[config.mk]
export PLATFORM = sky130hd
export DESIGN_NAME = seq_mag_compare
export DESIGN_NICKNAME = d
export VERILOG_FILES = /design/src/rtl/cmp_pkg.sv /design/src/rtl/cmp_slice.sv /design/src/rtl/seq_mag_compare.sv
export SDC_FILE = /design/constraint.sdc
export NUM_CORES = 1
export LEC_CHECK = 0
export ABC_AREA = 1
export BUFFER_PORTS_ARGS = -buffer_cell sky130_fd_sc_hd__buf_2
export CAP_MARGIN = 20
export CORE_MARGIN = 8
export CORE_UTILIZATION = 50
export CTS_CLUSTER_SIZE = 28
export DETAILED_ROUTE_END_ITERATION = 16
export PLACE_DENSITY = 0.81
export SKIP_CTS_REPAIR_TIMING = 1
export SYNTH_ARGS = -nofsm -noshare
export SYNTH_HDL_FRONTEND = slang
export SYNTH_SLANG_ARGS = --single-unit
[constraint.sdc]
create_clock -name clk -period 2.3 [get_ports clk]
set_input_delay 0.115 -clock clk [delete_from_list [all_inputs] [get_ports clk]]
set_output_delay 0.115 -clock clk [all_outputs]
set_load 0.02 [all_outputs]
[src/rtl/cmp_pkg.sv]
// Shared types for the magnitude comparator family: FSM states, per-beat
// decision encoding and the cascade-input resolution used on an all-equal tie.
package cmp_pkg;

  typedef enum logic [1:0] {
    IDLE,
    RUN,
    DONE
  } state_t;

  typedef enum logic [1:0] {
    UNDECIDED,
    GT,
    LT
  } dec_t;

  // An all-equal tie defers to the lower-significance stage: eq > gt > lt,
  // and no asserted input at all is treated as equal.
  function automatic dec_t resolve_cascade(input logic aeqbin,
                                           input logic agtbin,
                                           input logic altbin);
    if (aeqbin)      return UNDECIDED;
    else if (agtbin) return GT;
    else if (altbin) return LT;
    else             return UNDECIDED;
  endfunction

endpackage

[src/rtl/cmp_slice.sv]
// Combinational unsigned W-bit compare of one beat.
module cmp_slice #(
  parameter int unsigned W = 8
) (
  input  logic [W-1:0] a,
  input  logic [W-1:0] b,
  output logic         gt,
  output logic         lt
);

  assign gt = (a > b);
  assign lt = (a < b);

endmodule

[src/rtl/seq_mag_compare.sv]
// Sequential multi-beat magnitude comparator: MSB beat first, first differing
// beat decides, an all-equal stream resolves from the cascade inputs latched at start.
module seq_mag_compare
  import cmp_pkg::*;
#(
  parameter int unsigned W      = 8,
  parameter int unsigned NBYTES = 4
) (
  input  logic         clk,
  input  logic         rst,
  input  logic         start,
  input  logic         aeqbin,
  input  logic         agtbin,
  input  logic         altbin,
  input  logic         in_valid,
  output logic         in_ready,
  input  logic [W-1:0] a_in,
  input  logic [W-1:0] b_in,
  output logic         aeqb,
  output logic         agtb,
  output logic         altb,
  output logic         done,
  output logic         busy
);

  localparam int unsigned CW = (NBYTES > 1) ? $clog2(NBYTES) : 1;
  localparam logic [CW-1:0] LAST = CW'(NBYTES - 1);

  state_t        state, state_n;
  dec_t          dec, dec_n, fin;
  logic [CW-1:0] cnt, cnt_n;
  logic [2:0]    casc, casc_n;
  logic          eq_n, gt_n, lt_n;
  logic          slice_gt, slice_lt;
  logic          accept;

  cmp_slice #(.W(W)) u_slice (
    .a  (a_in),
    .b  (b_in),
    .gt (slice_gt),
    .lt (slice_lt)
  );

  assign in_ready = (state == RUN);
  assign busy     = (state != IDLE);
  assign done     = (state == DONE);
  assign accept   = in_valid && in_ready;

  always_comb begin
    state_n = state;
    cnt_n   = cnt;
    dec_n   = dec;
    casc_n  = casc;
    eq_n    = aeqb;
    gt_n    = agtb;
    lt_n    = altb;
    fin     = UNDECIDED;
    case (state)
      IDLE: begin
        if (start) begin
          state_n = RUN;
          cnt_n   = '0;
          dec_n   = UNDECIDED;
          casc_n  = {aeqbin, agtbin, altbin};
        end
      end
      RUN: begin
        if (accept) begin
          if (dec == UNDECIDED) begin
            if (slice_gt)      dec_n = GT;
            else if (slice_lt) dec_n = LT;
          end
          cnt_n = cnt + CW'(1);
          // Results are loaded on the last-beat edge so they are valid
          // in the very cycle done is high; the last beat itself can decide.
          if (cnt == LAST) begin
            state_n = DONE;
            fin     = dec_n;
            if (fin == UNDECIDED) fin = resolve_cascade(casc[2], casc[1], casc[0]);
            eq_n    = (fin == UNDECIDED);
            gt_n    = (fin == GT);
            lt_n    = (fin == LT);
          end
        end
      end
      DONE:    state_n = IDLE;
      default: state_n = IDLE;
    endcase
  end

  always_ff @(posedge clk) begin
    if (rst) begin
      state <= IDLE;
      cnt   <= '0;
      dec   <= UNDECIDED;
      casc  <= '0;
      aeqb  <= 1'b1;
      agtb  <= 1'b0;
      altb  <= 1'b0;
    end else begin
      state <= state_n;
      cnt   <= cnt_n;
      dec   <= dec_n;
      casc  <= casc_n;
      aeqb  <= eq_n;
      agtb  <= gt_n;
      altb  <= lt_n;
    end
  end

endmodule

==> results.cfg, run 1 <==
[run_status]
status = completed

[route]
ant_nets = 0
wl_per_cell_um = 11.3
drcViolationCount = 0
drt-initial-drc-count = 13
dr_total_vias = 788
wirelength_mm = 1.78
dr.pass1.iters = 4
vias_per_cell = 4.99

[pwr]
power_frac_comb = 0.224
total_power_uw = 500
p_leak_nw = 0.540
clkPwrFrac = 0.332
p_switching_uw = 141
internal-power_uw = 359
power_density_nw_per_um2 = 521
pwr-share-seq = 0.444
max-vdd-ir-drop_uv = 400
switching_share = 0.283

[cts]
cts_inserted_buffers = 3
cts_sinks = 12
clk_latency_ns = 0.27
cts_buffer_depth = 2
cts-root-buf = clkbuf_4
cts_tree = yes
clkSlewWorstSetupHoldPaths_ns = 0.08
htreeDepth = 1

[synthesis]
yosys_warnings = 0
yosysMostFrequentCell = nand2_1
syn_area_per_cell_um2 = 6.90
seq_area_frac_synth = 0.314
yosys.area.top_type = dfxtp_1
synth_commonest_cells = nand2_1, inv_1, nor2_1
netlist_top_cells_area = dfxtp_1, ha_1, nand2_1
synth_area_um2 = 766
synth-async-reset-ratio = 0
synth_ff_type = dfxtp_1
ys_ff_latch = 12
syn_inst = 111
ys_types = 20
synth-edff-count = 0
syn_nets = 143
synth.top_cell.area_share = 0.314

[timing]
slew_viol_final = 0
fin_crit_sh = 0.533
grt_setup_unrepaired = no
tightest_slew_ns = 0.303
hold_viol_final = 0
relSlewSlack = 0.797
finalCriticalPeriod_ns = 1.23
timing.setup.tns_ns = 0
fmax_mhz = 816
setup_viol = 0
skew_ns = 0.00379

[grt]
grtUsageTotal = 0.134
grt.overflow.total = 0
busiest_layer = met2
grt_max_degree = 10
grt_pass1_vias = 808
antenna_found_initial = 0
grt_pass1_wl_mm = 3.04
grt_util_met1 = 0.124
gr-usage-met3 = 0.0455
gr-usage-met2 = 0.257

[finish]
area.growth.synth_to_final_pct = 25.2
stdcell_area_um2 = 958
drive_gt1_frac = 0.296
post-route-util = 0.651
fin_cells = 158
fin_nets = 175
antennaDiodeCount = 0
regArea_um2 = 240
num-fill-cells = 136
multi_input_area_um2 = 443

[floorplanning]
row_count = 14
ios = 29
die_w_um = 55.1
initial_core_util = 0.520
die_h_um = 55.1
core_um2 = 1470
die_area_um2 = 3040

[setup_path]
rr_startpoint = state[1]$_SDFFE_PP0P_
critical_path_class = flip-flop to flip-flop
cp.arrival_ns = 1.41
cp.required_ns = 2.48
worst-r2r-setup-slack_ns = 1.07
ff2ff_path_depth = 5
startpoint_type = flip-flop
endpoint = dec[0]$_SDFFE_PP0P_
crit_path_end_kind = flip-flop
cp-startpoint = state[1]$_SDFFE_PP0P_
path_max_fanout = 9
worstReg2RegEnd = dec[0]$_SDFFE_PP0P_

[run]
maxCapViolCount = 0

[placed_design]
place_congestion = 0.809
dp_hpwl_mm = 1.49
portBuffers = 28
placed_area_um2 = 922
place_inst = 154

[min_path]
hp-class = input pin to flip-flop
-- cells in the final DEF (no fill, tap or decap) --
master	count
a211oi_1	1
a21oi_1	7
a21oi_2	1
buf_2	28
clkbuf_4	3
clkbuf_8	1
dfxtp_1	12
ha_1	9
inv_1	20
inv_2	1
nand2_1	25
nand2_2	2
nand2_4	1
nand3_1	7
nand3_2	1
nor2_1	13
nor2_2	2
nor2_4	1
nor3b_2	1
nor4_1	1
o21ai_0	4
o21ai_1	1
-- logic make-up after synthesis --
family,share of synthesized area
and+or+nand+nor,0.332
buffers and inverters,0.108
AOI/OAI and AO/OA,0.0997
DFF,0.314
adders and majority gates,0.147
-- critical path, cell delays in order (launching register included) --
cell and delay, ns:
dfxtp_1 0.35, nor2_1 0.14, nand2_1 0.22, nand2_1 0.17, nor2_1 0.05, nor4_1 0.21
-- per-stage QoR --
stage               hold WS, ns  setup WS, ns
finish                    0.106          1.07
global route              0.110         0.911
CTS                       0.108          1.08
detailed placement        0.389         0.903
global placement          0.363         0.985
floorplan                 0.282          1.12
-- worst min-delay path by stage --
stage	from	to	cells past startpoint	slack, ns
3_3_place_gp	aeqbin	casc[2]$_SDFFE_PP0P_	3	0.36
5_1_grt	rst	agtb$_SDFFE_PP0P_	2	0.11
4_1_cts	rst	agtb$_SDFFE_PP0P_	2	0.11
3_5_place_dp	aeqbin	casc[2]$_SDFFE_PP0P_	3	0.39
6_report	rst	agtb$_SDFFE_PP0P_	2	0.11
2_1_floorplan	altbin	casc[0]$_SDFFE_PP0P_	2	0.28
-- power groups by stage --
stage	logic (mW)	registers [mW]	clock network, mW
floorplan	0.0748	0.226	0
global placement	0.105	0.227	0
detailed placement	0.111	0.227	0
CTS	0.113	0.222	0.169
global route	0.126	0.224	0.182
finish	0.112	0.222	0.166
-- registers in the layout (all words and copies together) (netlist names) --
signal and cells:
cnt 2, altb 1, aeqb 1, casc 3, dec 2, state 2, agtb 1
-- layout make-up --
class	count	area share
timing repair buffer	28	0.146
tap	16	0.0209
multi-input combinational	77	0.462
inverter	21	0.0822
sequential	12	0.251
clock buffer	4	0.0379
-- routing by layer --
metal	wire, um	part of all wire
met1	697	0.39
met2	941	0.53
met3	105	0.059
met4	39	0.022
met5	0	0
No activity file was read; power rests on OpenSTA's default activity.
==> run 2: changes to the inputs <==
- CORE_UTILIZATION: 50 -> 42
- PLACE_DENSITY: 0.81 -> 0.73
- clock period: 2.3 -> 1.1 ns (I/O delays scaled with it)
==> results.cfg, run 2 (synthesis results as in run 1) <==
[finish]
antennaDiodeCount = 0
num-fill-cells = 177
area.growth.synth_to_final_pct = 39.7
regMostFlops = casc
final_cell_mix = buf_2, nand2_1, inv_1, nor2_1, dfxtp_1
drive_gt1_frac = 0.418
fin_nets = 179
largest_reg_flops = 3
layout.cells.most_common = buf_2
fin_cells = 171

[route]
drt-initial-drc-count = 12
drcViolationCount = 0
wl_per_cell_um = 10.2
ant_nets = 0
dr_total_vias = 785
dr.pass1.iters = 4
vias_per_cell = 4.59
wirelength_mm = 1.75

[timing]
relSlewSlack = 0.860
setup_viol = 1
finalCriticalPeriod_ns = 1.11
fin_crit_sh = 1.01
fin_ws_ns = -0.00981
tightest_slew_ns = 0.208
skew_ns = 0.00106
fmax_mhz = 901
slew_viol_final = 0
hold_viol_final = 0
grt_setup_unrepaired = yes

[grt]
grt.overflow.total = 0
antenna_found_initial = 0
grt_pass1_vias = 817
grtUsageTotal = 0.107
grt_max_degree = 9
grt_pass1_wl_mm = 2.97

[setup_path]
cp.arrival_ns = 1.28
crit_path_end_kind = flip-flop
critPathTopFamily = simple AND/OR/NAND/NOR gates
cp_common_cell = nand2_2
cp-startpoint = dec[0]$_SDFFE_PP0P_
rr_startpoint = dec[0]$_SDFFE_PP0P_
crit_slowest_cell = dfxtp_2
cp.required_ns = 1.27
worstReg2RegEnd = agtb$_SDFFE_PP0P_
path_depth = 8
path_buf_inv = 0
worst-r2r-setup-slack_ns = -0.01
critPathMaxStageDelay_ns = 0.32
endpoint = agtb$_SDFFE_PP0P_
critical_path_class = flip-flop to flip-flop
startpoint_type = flip-flop
path_cells = nor2_1 -> nand3_1 -> nor2_1 -> nand2_2 -> nand2_2 -> nand2_2 -> nand2_2 -> a21oi_2
ff2ff_path_depth = 8
path_max_fanout = 4

[cts]
cts-root-buf = clkbuf_4
cts_sinks = 12
clkSlewWorstSetupHoldPaths_ns = 0.07
cts_tree = yes
cts_buffer_depth = 2
cts_inserted_buffers = 3
htreeDepth = 1
clk_latency_ns = 0.27

[floorplanning]
initial_core_util = 0.443
die_h_um = 58.7
core_um2 = 1730
die_w_um = 58.7
die_area_um2 = 3450
row_count = 15
ios = 29

[placed_design]
dp_hpwl_mm = 1.42
portBuffers = 28
place_inst = 166
place_congestion = 0.818

[pwr]
p_leak_nw = 0.575
power_density_nw_per_um2 = 1020
total_power_mw = 1.09
max-vdd-ir-drop_uv = 659

[min_path]
hp-class = input pin to flip-flop
worst_hold_startpoint = aeqbin

[run_status]
failed_checks = negative setup slack
status = finished with violations

[run]
maxCapViolCount = 0
[run 2: cell types whose count changed in the layout (fill, tap and decap cells not counted), moves of 2 or more]
cell | before | now
dfxtp_2 | 0 | 3
ha_1 | 9 | 7
ha_4 | 0 | 2
inv_1 | 20 | 18
nand2_2 | 2 | 5
buf_4 | 0 | 4
nand2_4 | 1 | 3
dfxtp_1 | 12 | 9
nand2_1 | 25 | 20
[run 2: area by class of cell]
type                       instances  area [um^2]  share of cell area
clock buffer                       4         36.3              0.0339
inverter                          21         81.3              0.0760
multi-input combinational         77          507               0.474
sequential                        12          244               0.228
tap                               25         31.3              0.0292
timing repair buffer              32          170               0.159
[run 2: how the worst min path moves through the flow]
| stage | endpoint | slack [ns] | depth (start not counted) |
|---|---|---|---|
| final | casc[2]$_SDFFE_PP0P_ | 0.04 | 3 |
| after floorplan | casc[0]$_SDFFE_PP0P_ | 0.22 | 2 |
| after global routing | agtb$_SDFFE_PP0P_ | 0.05 | 2 |
| after detailed placement | casc[0]$_SDFFE_PP0P_ | 0.33 | 3 |
| after CTS | agtb$_SDFFE_PP0P_ | 0.04 | 2 |
| after global placement | casc[0]$_SDFFE_PP0P_ | 0.31 | 3 |
[run 2: report_power, final]
group | internal, mW | switching, mW | total (mW)
registers | 0.454 | 0.0118 | 0.466
clock network | 0.201 | 0.149 | 0.351
logic | 0.121 | 0.155 | 0.276
[run 2: worst min-delay path, cell delays in order]
cell	delay, ns
buf_2	0.07
o21ai_0	0.07
nor2_1	0.07
[run 2: metrics by stage]
stage	area (um^2)	TNS [ns]	setup slack (ns)	hold WS, ns	util
final	1070	-0.00981	-0.00981	0.0373	0.620
after global routing	1070	-0.263	-0.0991	0.0499	0.620
after CTS	1020	-0.141	-0.0866	0.0380	0.591
after detailed placement	985	-0.595	-0.196	0.330	0.570
after global placement	985	-0.412	-0.132	0.305	0.570
after floorplan	795	-0.00553	-0.00553	0.222	-
[run 2: layer usage]
metal | global-route usage | up-vias | share of wire | wire, um
met5 | 0 | - | 0 | 0
met4 | 0.0410 | 0 | 0.013 | 23
met3 | 0.0326 | 2 | 0.051 | 90
met2 | 0.203 | 22 | 0.51 | 893
li1 | - | 418 | - | -
met1 | 0.104 | 343 | 0.42 | 743
==> run 3: changes to the inputs <==
==> constraint.sdc (replaced) <==
create_clock -name clk -period 1.1 [get_ports clk]
set_input_delay 0.165 -clock clk [delete_from_list [all_inputs] [get_ports clk]]
set_output_delay 0.165 -clock clk [all_outputs]
set_load 0.02 [all_outputs]
==> results.cfg, run 3 (synthesis results as in run 1) <==
[run_status]
status = finished with violations
failed_checks = negative setup slack

[min_path]
hp-class = input pin to flip-flop

[placed_design]
place_congestion = 0.814
portBuffers = 28
placed_area_um2 = 1010
post-place-ws_ns = -0.340
dp_hpwl_mm = 1.54

[floorplanning]
initial_core_util = 0.443
die_area_um2 = 3450
die_h_um = 58.7
die_w_um = 58.7
core_um2 = 1730
ios = 29
row_count = 15

[route]
drcViolationCount = 0
drt-initial-drc-count = 6
dr.pass1.iters = 4
wl_per_cell_um = 11.5
vias_per_cell = 4.81
wirelength_mm = 1.95
dr_total_vias = 818
ant_nets = 0

[timing]
tightest_slew_ns = 0.207
relSlewSlack = 0.862
skew_ns = 0.00169
grt_setup_unrepaired = yes
hold_viol_final = 0
setup_viol = 5
slew_viol_final = 0
fin_crit_sh = 1.06
finalCriticalPeriod_ns = 1.17
fmax_mhz = 858
fin_ws_ns = -0.0662

[cts]
clk_latency_ns = 0.27
cts_buffer_depth = 2
htreeDepth = 1
cts_inserted_buffers = 3
cts-root-buf = clkbuf_4
cts_tree = yes
clkSlewWorstSetupHoldPaths_ns = 0.07
cts_sinks = 12

[pwr]
max-vdd-ir-drop_uv = 847
power_density_nw_per_um2 = 911
p_leak_nw = 0.578

[setup_path]
crit_path_end_kind = flip-flop
rr_startpoint = state[0]$_SDFFE_PP0P_
cp.required_ns = 1.31
startpoint_type = input pin
worst-r2r-setup-slack_ns = -0.04
critical_path_class = input pin to flip-flop
ff2ff_path_depth = 8
cp-startpoint = b_in[7]
worstReg2RegEnd = agtb$_SDFFE_PP0P_
cp.arrival_ns = 1.38
path_max_fanout = 4
endpoint = agtb$_SDFFE_PP0P_

[grt]
antenna_found_initial = 0
grt_pass1_vias = 814
grt_max_degree = 9
grtUsageTotal = 0.117
grt.overflow.total = 0
grt_pass1_wl_mm = 3.19

[finish]
area.growth.synth_to_final_pct = 53.6
largest_reg_flops = 3
drive_gt1_frac = 0.524
stdcell_area_um2 = 1180
layout.cells.most_common = buf_2
antennaDiodeCount = 0
regMostFlops = casc
fin_nets = 179
num-fill-cells = 161
final_cell_mix = buf_2, nand2_1, inv_1, dfxtp_1, nor2_1

[run]
maxCapViolCount = 0
-- run 3: cell types whose count changed in the layout (fill, tap and decap cells not counted), moves of 4 or more --
| cell | before | now |
|---|---|---|
| inv_2 | 2 | 7 |
| nor2_2 | 2 | 6 |
| ha_1 | 7 | 2 |
| buf_2 | 28 | 23 |
| inv_1 | 18 | 13 |
| nor2_1 | 12 | 8 |
| ha_4 | 2 | 6 |
| buf_6 | 0 | 5 |
-- run 3: final cells by class --
cell class,instances,area (um^2),area share
Multi-Input combinational cell,77,581,0.494
Sequential cell,12,246,0.210
Timing Repair Buffer,32,209,0.178
Inverter,21,86.3,0.0734
Tap cell,25,31.3,0.0266
Clock buffer,3,22.5,0.0191
-- run 3: per-layer routing --
metal / track usage / vias up / share of wire
li1: - / 417 / -
met3: 0.0413 / 6 / 0.052
met5: 0 / - / 0
met4: 0.0307 / 0 / 0.018
met1: 0.118 / 371 / 0.40
met2: 0.220 / 24 / 0.53
-- run 3: worst max-delay path, cell delays in order --
cell     delay (ns)
buf_8          0.08
inv_8          0.03
ha_4           0.27
nand2_4        0.06
nor3b_4        0.18
nor2_2         0.06
nand2_2        0.11
nand3_2        0.09
nor2_2         0.14
nand2_1        0.08
a21oi_2        0.10
-- run 3: report_power, final --
part           switching, mW  total (mW)  internal (mW)
logic                  0.181       0.341          0.160
clock network          0.139       0.266          0.127
registers             0.0116       0.464          0.452
total                  0.332        1.07          0.739
-- run 3: worst min path at each step --
stage / start / endpoint / slack [ns] / cells after the start
2_1_floorplan: altbin / casc[0]$_SDFFE_PP0P_ / 0.33 / 2
5_1_grt: aeqbin / casc[2]$_SDFFE_PP0P_ / 0.14 / 3
6_report: aeqbin / casc[2]$_SDFFE_PP0P_ / 0.13 / 3
4_1_cts: aeqbin / casc[2]$_SDFFE_PP0P_ / 0.13 / 3
3_5_place_dp: aeqbin / casc[2]$_SDFFE_PP0P_ / 0.42 / 3
3_3_place_gp: altbin / casc[0]$_SDFFE_PP0P_ / 0.42 / 3
-- run 3: per-stage QoR --
step | setup TNS (ns) | hold slack (ns) | utilization | total power [mW] | cells
6_report | -0.198 | 0.133 | 0.681 | 1.07 | 170
3_5_place_dp | -1.38 | 0.415 | 0.583 | 0.747 | 165
4_1_cts | -0.311 | 0.129 | 0.596 | 1.02 | 168
3_3_place_gp | -1.02 | 0.415 | 0.583 | 0.733 | 165
5_1_grt | -0.510 | 0.143 | 0.681 | 1.15 | 170
2_1_floorplan | -0.117 | 0.332 | - | 0.653 | 111
